**src/rtl/sqrt_sched.sv**
```systemverilog
// sqrt_sched: two-requester integer square-root unit.
// One shared iterative engine finds floor(sqrt(radicand)) by stepping a
// candidate upward from 0 until the next square would exceed the radicand.
// Requesters are arbitrated round-robin by default. Defining
// SQRT_SCHED_FIXED_PRIO_EN switches to fixed priority (port 0 always wins)
// and removes the priority pointer; ports and timing are unchanged.
module sqrt_sched #(
  parameter int RAD_W = 8
) (
  input  logic               clk,
  input  logic               reset,
  input  logic               req0,
  input  logic               req1,
  input  logic [RAD_W-1:0]   rad0,
  input  logic [RAD_W-1:0]   rad1,
  output logic               gnt0,
  output logic               gnt1,
  output logic               done0,
  output logic               done1,
  output logic [RAD_W/2-1:0] root,
  output logic               exact,
  output logic               busy
);

  localparam int RW = RAD_W / 2;

  typedef enum logic [1:0] {
    S_IDLE = 2'd0,
    S_CALC = 2'd1,
    S_DONE = 2'd2
  } state_t;

  state_t             r_state;
  state_t             w_next_state;
  logic [RW-1:0]      r_cand;
  logic [RAD_W-1:0]   r_rad;
  logic               r_sel;
  logic               w_accept;
  logic               w_pick;
  logic               w_calc_end;
  logic [RW:0]        w_cand_inc;
  logic [RAD_W+1:0]   w_next_sq;
  logic               w_exact;

  // Square of a (RW+1)-bit value, evaluated two bits wider than the radicand
  // so that (2^RW)^2 cannot wrap when the candidate sits at its maximum.
  function automatic logic [RAD_W+1:0] f_square(input logic [RW:0] v);
    logic [RAD_W+1:0] ext;
    ext = {{(RAD_W+1-RW){1'b0}}, v};
    return ext * ext;
  endfunction

  assign w_accept   = (r_state == S_IDLE) && (req0 || req1);
  assign w_cand_inc = {1'b0, r_cand} + (RW+1)'(1);
  assign w_next_sq  = f_square(w_cand_inc);
  // Stop when the candidate is saturated or the next square overshoots.
  assign w_calc_end = (&r_cand) || (w_next_sq > {2'b00, r_rad});
  assign w_exact    = (f_square({1'b0, r_cand}) == {2'b00, r_rad});

`ifdef SQRT_SCHED_FIXED_PRIO_EN
  // Port 0 wins whenever it is requesting.
  assign w_pick = ~req0;
`else
  logic r_ptr;

  // Contention goes to the pointer's port; otherwise the lone requester wins.
  assign w_pick = (req0 && req1) ? r_ptr : req1;

  // Pointer hands preference to the port not just served as the unit frees up.
  always_ff @(posedge clk) begin
    if (!reset) begin
      r_ptr <= 1'b0;
    end else if (r_state == S_DONE) begin
      r_ptr <= ~r_sel;
    end
  end
`endif

  // State register.
  always_ff @(posedge clk) begin
    if (!reset) begin
      r_state <= S_IDLE;
    end else begin
      r_state <= w_next_state;
    end
  end

  // Next-state logic; DONE always returns to IDLE so accepts never chain.
  always_comb begin
    w_next_state = r_state;
    case (r_state)
      S_IDLE:  if (w_accept) w_next_state = S_CALC;
      S_CALC:  if (w_calc_end) w_next_state = S_DONE;
      S_DONE:  w_next_state = S_IDLE;
      default: w_next_state = S_IDLE;
    endcase
  end

  // Operand capture on accept and candidate stepping during CALC.
  always_ff @(posedge clk) begin
    if (!reset) begin
      r_cand <= '0;
      r_rad  <= '0;
      r_sel  <= 1'b0;
    end else if (w_accept) begin
      r_cand <= '0;
      r_rad  <= w_pick ? rad1 : rad0;
      r_sel  <= w_pick;
    end else if ((r_state == S_CALC) && !w_calc_end) begin
      r_cand <= r_cand + RW'(1);
    end
  end

  // Outputs decoded from state; result lines stay at 0 outside DONE.
  always_comb begin
    gnt0  = 1'b0;
    gnt1  = 1'b0;
    done0 = 1'b0;
    done1 = 1'b0;
    root  = '0;
    exact = 1'b0;
    busy  = (r_state != S_IDLE);
    if (r_state != S_IDLE) begin
      gnt0 = ~r_sel;
      gnt1 = r_sel;
    end
    if (r_state == S_DONE) begin
      done0 = ~r_sel;
      done1 = r_sel;
      root  = r_cand;
      exact = w_exact;
    end
  end

endmodule

```
**config.mk**
```make
export PLATFORM = sky130hd
export DESIGN_NAME = sqrt_sched
export DESIGN_NICKNAME = d
export VERILOG_FILES = /design/src/rtl/sqrt_sched.sv
export SDC_FILE = /design/constraint.sdc
export NUM_CORES = 1
export LEC_CHECK = 0
export ABC_CLOCK_PERIOD_IN_PS = 14970
export CAP_MARGIN = 10
export CORE_ASPECT_RATIO = 0.9
export CORE_MARGIN = 2
export CORE_UTILIZATION = 58
export DETAILED_ROUTE_END_ITERATION = 8
export PLACE_DENSITY = 0.91
export SYNTH_ARGS = -nofsm -noshare
export SYNTH_HDL_FRONTEND = slang
export SYNTH_SLANG_ARGS = --single-unit
```
**constraint.sdc**
```tcl
create_clock -name clk -period 14.97 [get_ports clk]
set_input_delay 2.994 -clock clk [delete_from_list [all_inputs] [get_ports clk]]
set_output_delay 2.994 -clock clk [all_outputs]
set_load 0.1 [all_outputs]
```
# Yosys cells after proc, flatten, opt, wreduce, memory -nomap -nowiden
# Index checks and enable logic that the tools add are counted.
# W data, S select, Z words.
# totals
out_inout_bits,10
in_bits,20
reg_bits,16
elab_cells,39
# op_classes
n_reduce_logical,11
n_addsub,2
magnitude_cmp,1
muxes,11
n_mul,2
eq_ne,5
n_bitwise,2
# ops
operator,n
$gt A10 B8 Y1,1
$mul A5 B5 Y10,1
$eq A8 B8 Y1,1
$mul A4 B4 Y8,1
$mux W8,1
$mux W1,6
$add A4 B1 Y5 const B,1
$add A4 B1 Y4 const B,1
$mux W2,2
$mux W4,1
$ne A2 B2 Y1 const B,2
$pmux W2 S2,1
$reduce_and A4 Y1,1
$logic_and A1 B1 Y1,3
$eq A2 B1 Y1 const B,1
$eq A2 B2 Y1 const B,1
$logic_not A2 Y1,1
$logic_or A1 B1 Y1,2
$not A1 Y1,2
$reduce_and A2 Y1,1
$reduce_bool A2 Y1,1
$reduce_or A2 Y1,1
$logic_not A1 Y1,1

# Longest topological paths before layout
# Gate-level depths: netlist (run 1).
# logic_depth
depth_word,6
ltp_mapped,20
depth_no_buf,19

# Least setup slack after synthesis (run 1)
# No wires, ideal clock.
# synth_path
path_kind,register to output
start,register r_cand[2]
end,output exact
path_buffers,1
required_ps,11976
path_stages_with_launch,9
path_slack_ps,8100
arrival_ps,3876
cell_sequence,dfxtp_1 -> clkbuf_1 -> nor2b_1 -> nand2_1 -> fa_1 -> xnor2_1 -> nor4_1 -> nand4_1 -> nor3_1
# synth_via
elab_chain_cells,3
# synth_rtl
item,line,source
"start, declared",35,logic [RW-1:0] r_cand;
"start signal, assigned",110,r_cand <= r_cand + RW'(1);
$mul A4 B4 Y8,50,return ext * ext;
$eq A8 B8 Y1,58,"assign w_exact = (f_square({1'b0, r_cand}) == {2'b00, r_rad});"
$mux W1,127,if (r_state == S_DONE) begin
"end, declared",21,"output logic exact,"
# Every way passes these cells.

# Worst setup path in the final report (run 1)
# layout_path
start,register r_cand[0]
end,output exact
# The elaborated chain is that of the path after synthesis.

==> out/summary.log, run 1 <==
INFO  logic_synthesis synth_top_cell_area_share=0.183
INFO  cts            tritoncts_clock_tree=built
INFO  hold_path      min_delay_worst_endpoint=r_rad[7]
INFO  sta            final.setup_skew=8.38ps
INFO  logic_synthesis synth_edf_count=0
INFO  detailed_routing maxUsedRoutingLayer=met4
INFO  floorplan      initial_core_util=0.622
INFO  layout         diodes=0
INFO  sta            clock.fmax=0.152GHz
INFO  worst_setup_path crit-reg2reg-capture=r_state[1]
INFO  global_routing first_global_vias=1574
INFO  cts            hold_buffers=0
INFO  logic_synthesis mappedNetlistNets=253
INFO  sta            worst_slew_pin_slew=1010ps
INFO  layout         flow.area_growth_from_synthesis=19.7%
INFO  floorplan      die-area=3480um^2
INFO  worst_setup_path path_cells=ha_1 > inv_1 > fa_1 > xnor2_1 > nor4_1 > nand4_1 > nor3_1 > clkdlybuf4s50_1
INFO  pwr            static-leakage-power=1.08nW
INFO  worst_setup_path worstSetupPathType=register to output port
INFO  layout         final_core_utilization=0.745
INFO  sta            final_max_slew_viol_count=0
INFO  logic_synthesis syn-mean-instance-area=8.50um^2
INFO  worst_setup_path reg2reg_from=r_cand[2]
INFO  cts            cts_repair_resize_count=0
INFO  worst_setup_path cp_data_arrival_time=3580ps
INFO  worst_setup_path timing.critical_path.from=r_cand[0]
INFO  worst_setup_path worst_path_largest_cell_delay=1150ps
INFO  placed_design  io_buffer_count=29
INFO  sta            final-hold-violation-count=0
INFO  global_routing grt_start_max_net_pins=18
INFO  floorplan      dieWidth=61.9um
INFO  detailed_routing firstDrtPassIters=4
INFO  flow_run       drv_cap=0
INFO  worst_setup_path crit_slowest_cell=sky130_fd_sc_hd__clkdlybuf4s50_1
INFO  cts            clockBufferDepth=2
INFO  logic_synthesis synth_top_area_cells=sky130_fd_sc_hd__dfxtp_1, sky130_fd_sc_hd__ha_1, sky130_fd_sc_hd__mux2i_1
INFO  cts            cts_inserted_buffers=3
INFO  sta            period_needed=6580ps
INFO  cts            clock_sink_count=16
INFO  sta            slew-limit-headroom=0.325
INFO  cts            insertion_delay=300ps
INFO  logic_synthesis synth.lib_cells_used.distinct=48
INFO  logic_synthesis synth_seq_area_share=0.183
INFO  worst_setup_path worst-endpoint-required=11980ps
INFO  detailed_routing avgViaCountPerCell=5.88
INFO  floorplan      die_y_extent=56.1um
INFO  sta            totalNegativeSetupSlack=0ps
INFO  cts            clock_tree.htree_level_count=1
INFO  global_routing antenna_found_initial=0
INFO  layout         final_common_cell=sky130_fd_sc_hd__clkdlybuf4s50_1
INFO  logic_synthesis synth_async_sr_flop_share=0
INFO  floorplan      core_area=2820um^2
INFO  sta            timing.final.crit_share=0.439
INFO  worst_setup_path reg2reg_slack=9030ps
INFO  worst_setup_path ff2ff_path_depth=19
INFO  detailed_routing avgRoutedWirePerCell=14.6um
INFO  global_routing globalRouteTotalUtil=0.253
INFO  cts            clock_tree.root_cell=sky130_fd_sc_hd__clkbuf_4
INFO  pwr            power.density=68.7nW/um^2
INFO  worst_setup_path worstSetupEndpointType=output port
INFO  sta            hold-worst-slack=533ps
INFO  logic_synthesis synth_area_leader_cell=sky130_fd_sc_hd__dfxtp_1
INFO  placed_design  hpwl_dp=3.25mm
INFO  logic_synthesis syn-instance-count=206
INFO  detailed_routing dr_wl_met3=226um
INFO  logic_synthesis dominantRegCellSynth=sky130_fd_sc_hd__dfxtp_1
INFO  logic_synthesis syn_std_cell_area=1750um^2
INFO  cts            path_clk_slew=100ps
INFO  hold_path      worstHoldPathCells=1
INFO  outcome        outcome=finished clean
INFO  placed_design  gp_routability_congestion=0.883
INFO  layout         final_net_count=281
INFO  hold_path      hold_path.class=register to register
INFO  floorplan      std_cell_rows=18
INFO  floorplan      num_io_pins=30
INFO  layout         final_cell_mix=sky130_fd_sc_hd__clkdlybuf4s50_1, sky130_fd_sc_hd__ha_1, sky130_fd_sc_hd__nand2_1, sky130_fd_sc_hd__inv_1, sky130_fd_sc_hd__dfxtp_1
INFO  logic_synthesis synth_seq_cells=16
INFO  global_routing grt_overflow_total=0
INFO  hold_path      hold_path.startpoint=r_rad[7]
INFO  worst_setup_path critical_path.startpoint_type=register
INFO  detailed_routing drt_drc_violations_left=0
INFO  sta            setup_violations=0
INFO  layout         layout-drive-gt1-share=0.0644
INFO  pwr            total_power=0.000144W
INFO  logic_synthesis synth.yosys.warnings=0
INFO  pwr            power.ir.vdd_worst=0.0555mV
INFO  worst_setup_path maximum_net_fanout_on_the_critical_path=11
INFO  detailed_routing postRouteAntennaNets=0
INFO  global_routing global_route_wire_length_before_repair=6.64mm
INFO  detailed_routing wl_met2=1.89mm
INFO  detailed_routing drt-total-wl=4.00mm
INFO  detailed_routing wl_met1=1.81mm
INFO  detailed_routing drt_iter0_drc=74
INFO  detailed_routing via_count=1606
INFO  sta            grt_setup_unrepaired=false
INFO  cts            post_cts_buffers=0
==> metrics by stage <==
stage               cells  area [um^2]  worst slack, ps
floorplan             206         1750             8100
global placement      269         2060             8800
detailed placement    269         2060             8730
CTS                   273         2100             8390
global route          273         2100             8110
finish                273         2100             8390
==> where the power goes <==
part / internal, W / total [W] / switching, W
Sequential: 0.0000475 / 0.0000536 / 0.00000608
Clock: 0.0000148 / 0.0000297 / 0.0000148
Combinational: 0.0000242 / 0.0000608 / 0.0000366
==> synthesized netlist by cell type, types with 2 or more instances <==
| library cell | instances |
|---|---|
| sky130_fd_sc_hd__ha_1 | 24 |
| sky130_fd_sc_hd__nand2_1 | 19 |
| sky130_fd_sc_hd__inv_1 | 18 |
| sky130_fd_sc_hd__dfxtp_1 | 16 |
| sky130_fd_sc_hd__nor2_1 | 13 |
| sky130_fd_sc_hd__mux2i_1 | 10 |
| sky130_fd_sc_hd__xnor2_1 | 10 |
| sky130_fd_sc_hd__nor2b_1 | 9 |
| sky130_fd_sc_hd__and2_1 | 8 |
| sky130_fd_sc_hd__o211a_1 | 8 |
| sky130_fd_sc_hd__a21oi_1 | 5 |
| sky130_fd_sc_hd__nand3_1 | 5 |
| sky130_fd_sc_hd__nor3_1 | 5 |
| sky130_fd_sc_hd__o21ai_0 | 5 |
| sky130_fd_sc_hd__xor2_1 | 5 |
| sky130_fd_sc_hd__a21o_1 | 4 |
| sky130_fd_sc_hd__clkbuf_1 | 4 |
| sky130_fd_sc_hd__and3_1 | 3 |
| sky130_fd_sc_hd__fa_1 | 3 |
| sky130_fd_sc_hd__nand2b_1 | 2 |
| sky130_fd_sc_hd__nor4_1 | 2 |
| sky130_fd_sc_hd__o31ai_1 | 2 |
==> final cells by class <==
type / count / area (um^2)
sequential: 16 / 320
timing repair buffer: 29 / 290
fill: 221 / 718
tap: 40 / 50.0
inverter: 18 / 67.6
clock buffer: 4 / 36.3
multi-input combinational: 166 / 1330
==> cells by family (layout without fill, tap and decap cells) <==
family / after synthesis / in the layout / share of synthesized area
muxes: 10 / 10 / 0.0571
other: 1 / 1 / 0.00214
buffers and inverters: 24 / 51 / 0.0564
xor gates and xnor gates: 16 / 16 / 0.0843
and+or+nand+nor: 75 / 75 / 0.223
adders and majority gates: 27 / 27 / 0.206
AOI/OAI and AO/OA: 37 / 37 / 0.189
DFF: 16 / 16 / 0.183
==> worst max path at each step <==
stage / endpoint / slack (ps) / cells after the start
global placement: exact / 8800 / 8
CTS: exact / 8390 / 8
global route: exact / 8110 / 8
detailed placement: exact / 8730 / 8
finish: exact / 8390 / 8
floorplan: exact / 8100 / 8
==> layer usage <==
metal  GRT usage  vias up
li1            -      777
met1       0.343      776
met2       0.408       45
met3      0.0419        8
met4      0.0638        0
met5           0        -
==> worst max-delay path: cells and delay by family (launching register included) <==
kind	cells	cell delay (ps)
xor+xnor	1	140
flops	1	560
fa+ha+maj	2	880
buf+inv	2	1250
simple gates	3	450
==> registers in the layout (all words and copies together) (netlist names) <==
name	flops
r_cand	4
r_ptr	1
r_rad	8
r_sel	1
r_state	2
Power figures use the tool's default switching activity.
==> run 2, diff against run 1 <==
==> config.mk (replaced) <==
export PLATFORM = sky130hd
export DESIGN_NAME = sqrt_sched
export DESIGN_NICKNAME = d
export VERILOG_FILES = /design/src/rtl/sqrt_sched.sv
export SDC_FILE = /design/constraint.sdc
export NUM_CORES = 1
export LEC_CHECK = 0
export ABC_CLOCK_PERIOD_IN_PS = 6200
export CAP_MARGIN = 10
export CORE_ASPECT_RATIO = 0.9
export CORE_MARGIN = 2
export CORE_UTILIZATION = 54
export DETAILED_ROUTE_END_ITERATION = 8
export PLACE_DENSITY = 0.86
export SYNTH_ARGS = -nofsm -noshare
export SYNTH_HDL_FRONTEND = slang
export SYNTH_SLANG_ARGS = --single-unit
==> constraint.sdc (replaced) <==
create_clock -name clk -period 6.2 [get_ports clk]
set_input_delay 1.24 -clock clk [delete_from_list [all_inputs] [get_ports clk]]
set_output_delay 1.24 -clock clk [all_outputs]
set_load 0.1 [all_outputs]
==> run 2 against run 1 <==
Net effect:
- global-route usage down 2.9 points
- hold slack worse by 19 ps
- setup slack worse by 7900 ps
- die area up 6.9%
- non-clock buffer count up 1
- flip-flop and latch count unchanged
- register-to-register slack worse by 8600 ps
- via count down 3.5%
- combinational power up 130%
- sequential power up 140%
- first-iteration DRC count up 8.1%
- largest cell class unchanged
==> out/summary.log, run 2 (synthesis gave the netlist of run 1 again) <==
INFO  cts            hold_buffers=0 [unchanged]
INFO  layout         final_cell_mix=sky130_fd_sc_hd__clkdlybuf4s50_1, sky130_fd_sc_hd__ha_1, sky130_fd_sc_hd__nand2_1, sky130_fd_sc_hd__inv_1, sky130_fd_sc_hd__dfxtp_1 [unchanged]
INFO  sta            hold-worst-slack=514ps [was 533 ps]
INFO  worst_setup_path worst-endpoint-required=6390ps [was 11980 ps]
INFO  floorplan      die_y_extent=58.0um [was 56.1 um]
INFO  global_routing global_route_wire_length_before_repair=6.47mm [was 6.64 mm]
INFO  layout         layout_top_registers=r_rad: 8 flops, r_cand: 4 flops, r_state: 2 flops [unchanged]
INFO  cts            insertion_delay=290ps [was 300 ps]
INFO  cts            clockBufferDepth=2 [unchanged]
INFO  worst_setup_path maximum_net_fanout_on_the_critical_path=11 [unchanged]
INFO  cts            tritoncts_clock_tree=built [unchanged]
INFO  detailed_routing avgRoutedWirePerCell=13.8um [was 14.6 um]
INFO  detailed_routing via_count=1550 [was 1606]
INFO  floorplan      num_io_pins=30 [unchanged]
INFO  global_routing grt_overflow_total=0 [unchanged]
INFO  global_routing grt_start_max_net_pins=18 [unchanged]
INFO  global_routing antenna_found_initial=0 [unchanged]
INFO  layout         largest_register_ffs=8 [unchanged]
INFO  global_routing grt.busiest_layer=met2 [unchanged]
INFO  global_routing first_global_vias=1409 [was 1574]
INFO  layout         final_design_area_no_fill=2110um^2 [was 2100 um^2]
INFO  sta            setup_violations=0 [unchanged]
INFO  floorplan      std_cell_rows=19 [was 18]
INFO  cts            cts_repair_resize_count=0 [unchanged]
INFO  sta            final_max_slew_viol_count=0 [unchanged]
INFO  sta            slew-limit-headroom=0.324 [was 0.325]
INFO  sta            totalNegativeSetupSlack=0ps [unchanged]
INFO  cts            clock_tree.root_cell=sky130_fd_sc_hd__clkbuf_4 [unchanged]
INFO  detailed_routing firstDrtPassIters=4 [unchanged]
INFO  sta            clock.fmax=0.175GHz
INFO  sta            period_needed=5730ps
INFO  floorplan      die-area=3720um^2 [was 3480 um^2]
INFO  floorplan      initial_core_util=0.571 [was 0.622]
INFO  layout         final_common_cell=sky130_fd_sc_hd__clkdlybuf4s50_1 [unchanged]
INFO  placed_design  io_buffer_count=29 [unchanged]
INFO  worst_setup_path worstSetupEndpointType=register [was output port]
INFO  worst_setup_path critical_path.startpoint_type=register [unchanged]
INFO  cts            post_cts_buffers=0 [unchanged]
INFO  sta            final-hold-violation-count=0 [unchanged]
INFO  cts            clock_sink_count=16 [unchanged]
INFO  placed_design  hpwl_dp=3.13mm [was 3.25 mm]
INFO  pwr            static-leakage-power=1.08nW [about the same]
INFO  pwr            power.density=161nW/um^2 [was 68.7 nW/um^2]
INFO  detailed_routing drt-total-wl=3.80mm [was 4.00 mm]
INFO  floorplan      core_area=3070um^2 [was 2820 um^2]
INFO  hold_path      hold_path.class=register to register [unchanged]
INFO  global_routing globalRouteTotalUtil=0.223 [was 0.253]
INFO  detailed_routing drt_drc_violations_left=0 [unchanged]
INFO  layout         flow.area_growth_from_synthesis=20.3% [was 19.7%]
INFO  layout         layout-drive-gt1-share=0.0684 [was 0.0644]
INFO  sta            timing.final.crit_share=0.923
INFO  sta            final.setup_skew=3.86ps [was 8.38 ps]
INFO  detailed_routing avgViaCountPerCell=5.62 [was 5.88]
INFO  sta            worst_slew_pin_slew=1010ps [about the same]
INFO  floorplan      dieWidth=64.0um [was 61.9 um]
INFO  placed_design  gp_routability_congestion=0.839 [was 0.883]
INFO  layout         top_register=r_rad [unchanged]
INFO  pwr            power.ir.vdd_worst=0.144mV [was 0.0555 mV]
INFO  placed_design  placedInstanceArea=2070um^2 [was 2060 um^2]
INFO  detailed_routing drt_iter0_drc=80 [was 74]
INFO  flow_run       drv_cap=0 [unchanged]
INFO  worst_setup_path cp_data_arrival_time=5920ps [was 3580 ps]
INFO  global_routing use_met3=0.0427 [was 0.0419]
INFO  cts            clock_tree.htree_level_count=1 [unchanged]
INFO  outcome        outcome=finished clean [unchanged]
INFO  sta            grt_setup_unrepaired=false [unchanged]
INFO  worst_setup_path worstSetupPathType=register to register [was register to output port]
INFO  global_routing grt_use_met2=0.356 [was 0.408]
INFO  detailed_routing postRouteAntennaNets=0 [unchanged]
INFO  cts            path_clk_slew=90ps [was 100 ps]
INFO  global_routing grt_use_met1=0.321 [was 0.343]
INFO  layout         final_net_count=282 [was 281]
INFO  cts            cts_inserted_buffers=3 [unchanged]
INFO  layout         diodes=0 [unchanged]
-- run 2: cell types whose count changed in the layout (fill, tap and decap cells not counted), sizes merged --
cell and delta:
buf +1
-- run 2: power breakdown --
group | internal (W) | leakage (nW) | switching [W]
clock network | 0.0000358 | 0.0210 | 0.0000331
logic | 0.0000580 | 0.931 | 0.0000843
registers | 0.000115 | 0.132 | 0.0000126
-- run 2: layout make-up --
cell class	instances	area (um^2)
inverter	18	67.6
clock buffer	4	36.3
sequential	16	320
multi-input combinational	166	1330
tap	42	52.6
timing repair buffer	30	298
fill	248	960
-- run 2: worst max-delay path, stage by stage, from the launching register on --
cell                       delay (ps)
sky130_fd_sc_hd__dfxtp_1          550
sky130_fd_sc_hd__inv_1            160
sky130_fd_sc_hd__ha_1             400
sky130_fd_sc_hd__or2_2            360
sky130_fd_sc_hd__fa_1             460
sky130_fd_sc_hd__fa_1             510
sky130_fd_sc_hd__inv_1             40
sky130_fd_sc_hd__ha_1             270
sky130_fd_sc_hd__a41o_1           230
sky130_fd_sc_hd__ha_1             320
sky130_fd_sc_hd__or3_1            310
sky130_fd_sc_hd__o21ai_0          240
sky130_fd_sc_hd__nor2_1           110
sky130_fd_sc_hd__xor2_1           160
sky130_fd_sc_hd__ha_1             300
sky130_fd_sc_hd__a211oi_1         250
sky130_fd_sc_hd__o31a_1           190
sky130_fd_sc_hd__a221oi_2         100
sky130_fd_sc_hd__or4b_1           470
sky130_fd_sc_hd__and3_1           180
-- run 2: worst paths after layout --
check | start | endpoint | slack (ps) | cells past startpoint
min | r_rad[6] | r_rad[6] | 510 | 1
min reg2reg | r_rad[6] | r_rad[6] | 510 | 1
max | r_cand[0] | r_state[1] | 470 | 19
max reg2reg | r_cand[0] | r_state[1] | 470 | 19
-- run 2: through the flow --
stage,setup slack (ps),utilization,total power (W),std cells
after floorplan,802,-,0.000233,206
after global placement,617,0.675,0.000268,272
after detailed placement,476,0.675,0.000271,272
after CTS,457,0.687,0.000339,276
after global routing,198,0.687,0.000357,276
final,475,0.687,0.000338,276
-- run 2: metal layers --
metal	vias to the layer above	wire (um)
met5	-	0
met4	0	9
met3	2	179
met2	38	1740
met1	723	1870
li1	787	-
